`config.mk`:
```
export PLATFORM = sky130hd
export DESIGN_NAME = scr_trigger_pulse_gen
export DESIGN_NICKNAME = d
export VERILOG_FILES = /design/src/rtl/scr_trigger_pulse_gen.sv
export SDC_FILE = /design/constraint.sdc
export NUM_CORES = 1
export LEC_CHECK = 0
export ABC_AREA = 1
export CORE_ASPECT_RATIO = 1.75
export CORE_MARGIN = 3
export CORE_UTILIZATION = 35
export DETAILED_ROUTE_END_ITERATION = 12
export GPL_ROUTABILITY_DRIVEN = 0
export SYNTH_ARGS = -nofsm -noshare
export SYNTH_HDL_FRONTEND = slang
export SYNTH_SLANG_ARGS = --single-unit
```
`constraint.sdc`:
```
create_clock -name i_clk_50m -period 2.25 [get_ports i_clk_50m]
set_clock_uncertainty 0.05 [all_clocks]
set_input_delay 0.45 -clock i_clk_50m [delete_from_list [all_inputs] [get_ports i_clk_50m]]
set_output_delay 0.45 -clock i_clk_50m [all_outputs]
set_load 0.01 [all_outputs]
```
`src/rtl/scr_trigger_pulse_gen.sv`:
```
// SCR trigger pulse generator: alternating forward/negative trigger pulses with a
// pulse-forbid level, for a burst of N full cycles or continuously until stopped.
module scr_trigger_pulse_gen #(
  parameter logic [19:0] HALF_PERIOD = 20'd500000,
  parameter logic [19:0] PULSE_WIDTH = 20'd5000,
  parameter logic [19:0] ARM_TIME    = 20'd50000
) (
  input  logic       i_clk_50m,
  input  logic       i_rst_n,
  input  logic       i_start,
  input  logic       i_stop,
  input  logic [7:0] i_burst_num,
  output logic       o_signal_forward,
  output logic       o_signal_negative,
  output logic       o_signal_forbid,
  output logic       o_busy,
  output logic       o_done,
  output logic [7:0] o_cycle_cnt
);

  typedef enum logic [2:0] {
    S_IDLE,
    S_ARM,
    S_FWD_PULSE,
    S_FWD_GAP,
    S_NEG_PULSE,
    S_NEG_GAP
  } state_e;

  localparam logic [19:0] GAP_TIME = HALF_PERIOD - PULSE_WIDTH;

  state_e      state_q, state_d;
  logic [19:0] tmr_q, tmr_d;
  logic [7:0]  burst_q, burst_d;
  logic [7:0]  cnt_q, cnt_d;
  logic        done_d;
  logic        fwd_q, neg_q, forbid_q, busy_q, done_q;

  // NOTE: every signal gets a default at the top of the block, so no path
  // through the if/case tree can leave one unassigned and infer a latch.
  always_comb begin
    state_d = state_q;
    tmr_d   = tmr_q;
    burst_d = burst_q;
    cnt_d   = cnt_q;
    done_d  = 1'b0;

    if (state_q == S_IDLE) begin
      if (i_start && !i_stop) begin
        state_d = S_ARM;
        tmr_d   = ARM_TIME;
        burst_d = i_burst_num;
        cnt_d   = 8'd0;
      end
    end else if (i_stop) begin
      // Abort truncates any pulse in flight; the cycle count is kept.
      state_d = S_IDLE;
      tmr_d   = 20'd0;
    end else if (tmr_q == 20'd1) begin
      case (state_q)
        S_ARM: begin
          state_d = S_FWD_PULSE;
          tmr_d   = PULSE_WIDTH;
        end
        S_FWD_PULSE: begin
          state_d = S_FWD_GAP;
          tmr_d   = GAP_TIME;
        end
        S_FWD_GAP: begin
          state_d = S_NEG_PULSE;
          tmr_d   = PULSE_WIDTH;
        end
        S_NEG_PULSE: begin
          state_d = S_NEG_GAP;
          tmr_d   = GAP_TIME;
        end
        S_NEG_GAP: begin
          cnt_d = cnt_q + 8'd1;
          if ((burst_q != 8'd0) && (cnt_d == burst_q)) begin
            state_d = S_IDLE;
            tmr_d   = 20'd0;
            done_d  = 1'b1;
          end else begin
            state_d = S_FWD_PULSE;
            tmr_d   = PULSE_WIDTH;
          end
        end
        default: begin
          state_d = S_IDLE;
          tmr_d   = 20'd0;
        end
      endcase
    end else begin
      tmr_d = tmr_q - 20'd1;
    end
  end

  // NOTE: state registers use non-blocking assignments so every flop samples
  // the pre-edge values, independent of statement order.
  always_ff @(posedge i_clk_50m or negedge i_rst_n) begin
    if (!i_rst_n) begin
      state_q  <= S_IDLE;
      tmr_q    <= 20'd0;
      burst_q  <= 8'd0;
      cnt_q    <= 8'd0;
      fwd_q    <= 1'b0;
      neg_q    <= 1'b0;
      forbid_q <= 1'b1;
      busy_q   <= 1'b0;
      done_q   <= 1'b0;
    end else begin
      state_q  <= state_d;
      tmr_q    <= tmr_d;
      burst_q  <= burst_d;
      cnt_q    <= cnt_d;
      // Outputs decode the next state so they move on the same edge as the state.
      fwd_q    <= (state_d == S_FWD_PULSE);
      neg_q    <= (state_d == S_NEG_PULSE);
      forbid_q <= (state_d == S_IDLE);
      busy_q   <= (state_d != S_IDLE);
      done_q   <= done_d;
    end
  end

  assign o_signal_forward  = fwd_q;
  assign o_signal_negative = neg_q;
  assign o_signal_forbid   = forbid_q;
  assign o_busy            = busy_q;
  assign o_done            = done_q;
  assign o_cycle_cnt       = cnt_q;

endmodule

```
* After elaboration in Yosys (flattened, before gate mapping)
Index checks and enable logic that the tools add are counted.
** Storage, ports and cells
- Word-level logic and storage cells :: 57
- Output and inout bits :: 13
- Register bits :: 44
- Input port bits :: 12
** Operators by class
- Muxes and demuxes :: 22
- Reduce and logical (&&, ||, !) cells :: 13
- Equal/unequal tests :: 11
- Add/sub/neg operators :: 2
** Operator list (count)
- 2-to-1 mux 20 bit :: 4
- case mux 19 bit (3 select lines) :: 1
- 2-to-1 mux 8 bit :: 5
- == test 20 x 1 -> 1 bit (second input constant) :: 1
- subtractor 20 x 1 -> 20 bit (second input constant) :: 1
- case mux 3 bit (5 select lines) :: 1
- 2-to-1 mux 13 bit :: 1
- 2-to-1 mux 3 bit :: 4
- == test 3 x 2 -> 1 bit (second input constant) :: 3
- == test 3 bit (second input constant) :: 3
- adder 8 x 1 -> 8 bit (second input constant) :: 1
- == test 8 bit :: 1
- nonzero test 8 bit :: 1
- logical NOT 3 bit :: 2
- 2-to-1 mux 1 bit :: 5
- != test 2 x 1 -> 1 bit (second input constant) :: 2
- AND reduction 4 bit :: 1
- nonzero test 2 bit :: 2
- OR reduction 2 bit :: 2
- == test 3 x 1 -> 1 bit (second input constant) :: 1
- nonzero test 3 bit :: 1
- logical AND 1 bit :: 2
- 2-to-1 mux 2 bit :: 1
- AND reduction 2 bit :: 1
- logical NOT 1 bit :: 1

* Logic depth before layout (Yosys ltp)
Gate-level depths: netlist of run 1.
- Depth after elaboration :: 9
- Mapped depth :: 15

* Worst setup path before layout of run 1
Ideal clock, no wire load.
- Path kind :: flip-flop to flip-flop
- Start :: reg cnt_q[0], in the netlist o_cycle_cnt[0]
- End :: reg tmr_q[8]
- Cell stages (with the launch flop) :: 15
- Path buffers :: 0
- Data arrival time :: 1.628 ns
- Slack :: 0.453 ns
- Clock period less this slack :: 1.797 ns
- Path through :: dfrtp_1 -> ha_1 -> inv_1 -> nand2_1 -> nand2_1 -> nor2_1 -> nand3_1 -> nor2_1 -> nand3_1 -> nor2_2 -> nand2_2 -> nand2_2 -> nand4_1 -> nand2_1 -> nand2_1
** Between the ends
- Cells in the longest elaborated chain, start to end :: 8
** Ends and longest elaborated chain
- start, declared :: RTL line 35 : logic [7:0] cnt_q, cnt_d;
- start signal, assigned :: RTL line 115 : cnt_q <= cnt_d;
- adder 8 x 1 -> 8 bit :: RTL line 78 : cnt_d = cnt_q + 8'd1;
- == test 8 bit :: RTL line 79 : if ((burst_q != 8'd0) && (cnt_d == burst_q)) begin
- logical AND 1 bit :: RTL line 79
- 2-to-1 mux 13 bit :: RTL line 79
- case mux 19 bit (3 select lines) :: RTL line 60 : case (state_q)
- 2-to-1 mux 20 bit :: RTL line 59 : end else if (tmr_q == 20'd1) begin
- 2-to-1 mux 20 bit :: RTL line 55 : end else if (i_stop) begin
- 2-to-1 mux 20 bit :: RTL line 48 : if (state_q == S_IDLE) begin
- end signal, assigned :: RTL line 113 : tmr_q <= tmr_d;
- end, declared :: RTL line 33 : logic [19:0] tmr_q, tmr_d;
No other way between the ends.
A chain may end at the register's enable or synchronous reset.

* Final worst setup path of run 1
- Start :: reg tmr_q[8]
- End :: reg tmr_q[15]
** Between the ends
- Cells in the longest elaborated chain, start to end :: 4
** Ends and longest elaborated chain (RTL line)
- subtractor 20 x 1 -> 20 bit / == test 20 x 1 -> 1 bit (equally long branches) :: 94, 59
- 2-to-1 mux 20 bit (*) :: 59
- 2-to-1 mux 20 bit (*) :: 55
- 2-to-1 mux 20 bit (*) :: 48
Every way passes the cells marked *; elsewhere a longest branch is shown, timed or not.

==> results.sh, run 1 <==
export IMPL_status="finished clean"
export IMPL_synth_top_area_share_pct=39.70
export IMPL_clock_fmax_mhz=484.2
export IMPL_worst_setup_path_start_kind="register"
export IMPL_ys_seq_area_share_pct=40.67
export IMPL_yosysWarnings=0
export IMPL_drive_above_1_share_pct=16.34
export IMPL_cpMostUsedCell="nor2_2"
export IMPL_finish_utilization_pct=44.65
export IMPL_clockBufferDepth=2
export IMPL_syn_area_per_cell_um2=7.344
export IMPL_worstHoldPathType="reg2reg"
export IMPL_final_min_clock_period_ns=2.065
export IMPL_dr_pass1_iters=4
export IMPL_synth_nets=384
export IMPL_die_w_um=72.52
export IMPL_rows=41
export IMPL_nNetsFinal=424
export IMPL_core_area_um2=7387
export IMPL_min_period_over_period_pct=91.79
export IMPL_syn_inst=369
export IMPL_die_y_um=122.4
export IMPL_drt_total_wl_um=7130
export IMPL_rsz0062_at_grt="no"
export IMPL_cp_required_ns=2.37
export IMPL_power_density_nw_per_um2=693.3
export IMPL_cts_htree_levels=2
export IMPL_irDropWorstVdd_v=0.0002978
export IMPL_vias=2520
export IMPL_drt_iter0_drc=74
export IMPL_min_path_cells=2
export IMPL_max_slew_margin_pct=75.36
export IMPL_die_area_um2=8877
export IMPL_synthesis_area_um2=2710
export IMPL_diodes=0
export IMPL_grt_use_total_pct=17.39
export IMPL_synth_cell_types=38
export IMPL_r2r_start="tmr_q[8]"
export IMPL_most_common_layout_cells="nand2_1 (98), dfrtp_1 (43), inv_1 (42), nor2_1 (32), nand3_1 (27)"
export IMPL_grt_pass1_vias=2642
export IMPL_antenna_found_initial=0
export IMPL_postRouteAntennaNets=0
export IMPL_cp_arrival_ns=2.18
export IMPL_slew_viol_final=0
export IMPL_r2r_setup_slack_ns=0.18
export IMPL_maxCapViolCount=0
export IMPL_cp_end_kind="register"
export IMPL_route_detailed_drc=0
export IMPL_grt_overflow=0
export IMPL_cts_tree="yes"
export IMPL_hp_start="o_cycle_cnt[1]"
export IMPL_synth_seq_cells=44
export IMPL_cts_sinks=44
export IMPL_crit_type="reg2reg"
export IMPL_yosysTopAreaCell="dfrtp_1"
export IMPL_r2r_end="tmr_q[15]"
export IMPL_port_buffers=24
export IMPL_clk_latency_ns=0.29
export IMPL_hold_path_end="o_cycle_cnt[1]"
export IMPL_cp_slowest_cell="dfrtp_1"
export IMPL_cts_clk_slew_worst_paths_ns=0.06
export IMPL_cpPeakStageDelay_ns=0.41
export IMPL_cts_buffers_inserted=5
export IMPL_tns_ns=0
export IMPL_routedWlPerCell_um=14.38
export IMPL_finalSetupViolCount=0
export IMPL_grt_pass1_wl_um=11820
export IMPL_via_per_inst=5.081
export IMPL_reg2regPathDepth=10
export IMPL_dpl_hpwl_um=5701
export IMPL_worst_pin_slew_ns=0.3682
export IMPL_layout_commonest_cell="nand2_1"
export IMPL_worstPathCellList="nor2_1 > nand2_1 > nor2_2 > nand3_2 > nand2_2 > nor2_4 > nor2_2 > inv_1 > o21ai_0 > o211ai_1"
export IMPL_synth_area_leaders="dfrtp_1 (40%), nand2_1 (14%), inv_1 (5.8%)"
export IMPL_syn2layout_area_growth_pct=21.70
export IMPL_hold_viol=0
export IMPL_crit_path_max_fanout=6
export IMPL_grt_start_max_net_pins=34
export IMPL_start_util_pct=36.69
export IMPL_p_leak_nw=1.594
export IMPL_io_pins=25
export IMPL_cts_root_buffer="clkbuf_16"
critical path, delay by kind of cell, from the launching register on:
kind / cells / cell delay (ns)
simple gates: 7 / 1.18
flops: 1 / 0.41
compound gates: 2 / 0.18
buf+inv: 1 / 0.11
how the worst max path moves through the flow:
| stage | startpoint | end | slack [ns] | depth (start not counted) |
|---|---|---|---|---|
| final | tmr_q[8] | tmr_q[15] | 0.18 | 10 |
| after floorplan | o_cycle_cnt[0] | tmr_q[8] | 0.45 | 14 |
| after CTS | o_cycle_cnt[1] | tmr_q[7] | 0.14 | 14 |
| after global routing | o_cycle_cnt[1] | tmr_q[7] | 0.01 | 12 |
| after global placement | i_stop | tmr_q[4] | 0.19 | 9 |
| after detailed placement | i_stop | tmr_q[19] | 0.16 | 8 |
area by class of cell:
cell class,instances,area (um^2)
clock buffers,7,142.6
clock inverters,1,7.507
fillers,760,4089
inverters,57,224.0
multi-input cells,266,1381
flip-flops and latches,44,1102
well taps,86,107.6
repair buffers,35,332.8
metal layers:
layer  part of all wire (%)  GRT usage, %  vias up
met5                      0             0        -
met4                    6.8         13.51        0
met3                    2.8         2.705       33
met2                     55         32.58       59
met1                     35         15.98     1173
li1                       -             -     1255
cell families after synthesis:
family,after synthesis,share of synthesized area [%]
xor gates and xnor gates,8,2.586
buffers and inverters,59,8.541
AOI/OAI and AO/OA,46,9.649
adders and majority gates,3,1.385
and+or+nand+nor,209,37.17
DFF,44,40.67
state kept, by name, summed over array words and instances (netlist names):
| name | cells |
|---|---|
| o_signal_negative | 1 |
| o_busy | 1 |
| o_done | 1 |
| state_q | 3 |
| tmr_q | 20 |
| o_signal_forbid | 1 |
| o_signal_forward | 1 |
| o_cycle_cnt | 8 |
| burst_q | 8 |
synthesized netlist by cell type (all sizes together):
cell type / number
a21oi: 9
a31oi: 1
and2: 1
clkbuf: 2
clkinv: 2
dfrtp: 43
dfstp: 1
ha: 3
inv: 55
nand2: 108
nand3: 28
nand3b: 3
nand4: 7
nor2: 50
nor3: 9
nor3b: 1
nor4: 1
o211ai: 2
o21ai: 23
o221ai: 1
o22ai: 8
o31ai: 2
or2: 1
xnor2: 1
xor2: 7
timing repair:
| item | in CTS | in global routing |
|---|---|---|
| endpoints found under the hold margin | 11 | 0 |
| resized for setup | 0 | 2 |
| setup buffers | 0 | 1 |
| endpoints found under the setup margin | 0 | 5 |
| hold buffers | 1 | 0 |
power by group:
group | internal, mW | leakage (nW) | switching, mW
clock | 0.443 | 0.0701 | 0.313
combinational | 0.220 | 0.949 | 0.352
sequential | 0.877 | 0.575 | 0.0825
stage by stage:
stage / hold slack, ns / power [mW] / setup WS (ns) / instance area, um^2 / std cells
after floorplan: 0.1044 / 1.331 / 0.4533 / 2710 / 369
after detailed placement: 0.3073 / 1.543 / 0.1594 / 3126 / 486
after global placement: 0.3042 / 1.538 / 0.1852 / 3126 / 486
after CTS: 0.5103 / 2.320 / 0.1430 / 3286 / 495
final: 0.4871 / 2.286 / 0.1848 / 3298 / 496
after global routing: 0.5233 / 2.419 / 0.009701 / 3298 / 496
Power figures use the tool's default switching activity.
==> inputs of run 2 (changes only) <==
--- a/config.mk
+++ b/config.mk
@@ -7,7 +7,7 @@
 export LEC_CHECK = 0
 export ABC_AREA = 1
 export CORE_ASPECT_RATIO = 1.75
-export CORE_MARGIN = 3
+export CORE_MARGIN = 8
 export CORE_UTILIZATION = 35
 export DETAILED_ROUTE_END_ITERATION = 12
 export GPL_ROUTABILITY_DRIVEN = 0
==> constraint.sdc (replaced) <==
create_clock -name i_clk_50m -period 1.8 [get_ports i_clk_50m]
set_clock_uncertainty 0.05 [all_clocks]
set_input_delay 0.36 -clock i_clk_50m [delete_from_list [all_inputs] [get_ports i_clk_50m]]
set_output_delay 0.36 -clock i_clk_50m [all_outputs]
set_load 0.01 [all_outputs]
==> results.sh, run 2 (same netlist as run 1, synthesis figures left out) <==
export IMPL_status="complete, but fails checks"
export IMPL_violations="setup timing"
export IMPL_grtUsageMet1_pct=14.37
export IMPL_setup_slack_ns=-0.09697
export IMPL_cp_required_ns=1.93
export IMPL_rows=42
export IMPL_worstHoldPathType="in2async"
export IMPL_drive_above_1_share_pct=39.09
export IMPL_crit_type="reg2reg"
export IMPL_io_pins=25
export IMPL_grt_pass1_vias=2848
export IMPL_use_met3_pct=2.527
export IMPL_die_y_um=132.4
export IMPL_worst_setup_path_start_kind="register"
export IMPL_route_detailed_drc=0
export IMPL_cts_tree="yes"
export IMPL_finish_utilization_pct=54.89
export IMPL_clock_fmax_mhz=527.2
export IMPL_clk_latency_ns=0.29
export IMPL_dpl_hpwl_um=6260
export IMPL_port_buffers=24
export IMPL_cp_end_kind="register"
export IMPL_dp_cells=549
export IMPL_rsz0062_at_grt="yes"
export IMPL_most_common_layout_cells="nand2_1 (93), buf_4 (80), dfrtp_1 (39), inv_1 (35), nor2_1 (22)"
export IMPL_max_slew_margin_pct=71.30
export IMPL_syn2layout_area_growth_pct=53.28
export IMPL_diodes=0
export IMPL_grt_start_max_net_pins=19
export IMPL_die_w_um=82.52
export IMPL_vias=2841
export IMPL_clockBufferDepth=2
export IMPL_layout_commonest_cell="nand2_1"
export IMPL_regMostFlops="tmr_q"
export IMPL_worst_pin_slew_ns=0.4305
export IMPL_worst_hold_slack_ns=0.4934
export IMPL_routedWlPerCell_um=14.36
export IMPL_min_period_over_period_pct=105.4
export IMPL_postRouteAntennaNets=0
export IMPL_start_util_pct=35.81
export IMPL_dr_pass1_iters=4
export IMPL_die_area_um2=10930
export IMPL_cp_arrival_ns=2.03
export IMPL_irDropWorstVdd_v=0.0006044
export IMPL_cts_sinks=44
export IMPL_via_per_inst=4.949
export IMPL_final_cells=574
export IMPL_hold_viol=0
export IMPL_tns_ns=-0.7968
export IMPL_top_usage_layer="met2"
export IMPL_grt_overflow=0
export IMPL_maxCapViolCount=0
export IMPL_cts_clk_slew_worst_paths_ns=0.06
export IMPL_slew_viol_final=0
export IMPL_crit_path_max_fanout=3
export IMPL_cts_htree_levels=2
export IMPL_grt_pass1_wl_um=12850
export IMPL_use_met2_pct=28.32
export IMPL_core_area_um2=7567
export IMPL_cts_buffers_inserted=5
export IMPL_drt_iter0_drc=89
export IMPL_cts_root_buffer="clkbuf_16"
export IMPL_grt_use_total_pct=15.14
export IMPL_finalSetupViolCount=11
export IMPL_power_density_nw_per_um2=775.8
export IMPL_largest_register_ffs=20
export IMPL_place_ws_ns=-0.1896
export IMPL_nNetsFinal=500
export IMPL_final_min_clock_period_ns=1.897
export IMPL_antenna_found_initial=0
export IMPL_drt_total_wl_um=8244
export IMPL_p_leak_nw=2.053
run 2: cell count changes in the layout (fill, tap and decap cells not counted), sizes merged:
| cell | previous run | this run |
|---|---|---|
| dlygate4sd2 | 0 | 1 |
| dlymetal6s2s | 0 | 3 |
| inv | 55 | 56 |
| buf | 11 | 87 |
| clkinv | 2 | 1 |
| clkdlybuf4s50 | 23 | 19 |
run 2: cell type report:
type	instances	area, um^2
Fill cell	709	3413
Tap cell	88	110.1
Clock inverter	1	7.507
Timing Repair Buffer	111	928.4
Multi-Input combinational cell	266	1624
Sequential cell	44	1107
Inverter	57	234.0
Clock buffer	7	142.6
run 2: worst paths after layout:
| check | slack (ns) | from | to | cells past startpoint |
|---|---|---|---|---|
| hold reg to reg | 0.50 | tmr_q[17] | tmr_q[17] | 2 |
| hold / removal | 0.49 | i_rst_n | o_signal_negative | 2 |
| setup / recovery | -0.1 | o_cycle_cnt[0] | tmr_q[9] | 15 |
| min in group i_clk_50m | 0.50 | tmr_q[17] | tmr_q[17] | 2 |
| setup reg to reg | -0.1 | o_cycle_cnt[0] | tmr_q[9] | 15 |
| max in group asynchronous | 0.61 | i_rst_n | tmr_q[4] | 3 |
run 2: critical path: stages (launching register included):
cell	delay [ns]
dfrtp_1	0.42
ha_4	0.29
inv_2	0.03
nand2_1	0.04
nand2_1	0.04
nor2_1	0.10
nand3_1	0.07
nor2_1	0.09
nand3_1	0.08
nor2_2	0.10
nand2_2	0.08
nand2_4	0.07
buf_4	0.11
nand3_2	0.09
nand3_2	0.08
nand2_1	0.04
run 2: layer usage:
metal  vias to the layer above  wire length [um]
met3                        28               276
met4                         0               356
met5                         -                 0
met1                      1334              2859
met2                        59              4751
li1                       1420                 -
run 2: what timing repair did:
action,4_1_cts,5_1_grt
endpoints found under the hold margin,15,0
gates resized for setup,30,56
setup endpoints to repair,19,35
pin swaps,7,23
hold buffers,1,0
buffers inserted,6,10
run 2: power breakdown:
part / internal [mW] / switching (mW)
Combinational: 0.503 / 0.575
Clock: 0.553 / 0.386
Sequential: 1.10 / 0.109
Total: 2.15 / 1.07
run 2: per-stage QoR:
stage,cell area (um^2),total power [mW]
5_1_grt,4154,3.414
2_1_floorplan,2710,1.663
3_5_place_dp,3586,2.097
6_report,4154,3.223
4_1_cts,3889,3.101
3_3_place_gp,3586,2.083
==> inputs of run 3 (changes only) <==
--- a/config.mk
+++ b/config.mk
@@ -11,6 +11,7 @@
 export CORE_UTILIZATION = 35
 export DETAILED_ROUTE_END_ITERATION = 12
 export GPL_ROUTABILITY_DRIVEN = 0
+export HOLD_SLACK_MARGIN = 0.02
 export SYNTH_ARGS = -nofsm -noshare
 export SYNTH_HDL_FRONTEND = slang
 export SYNTH_SLANG_ARGS = --single-unit
==> results of run 3 <==
Same layout as run 2: the final DEF is identical, and so are final timing and power.
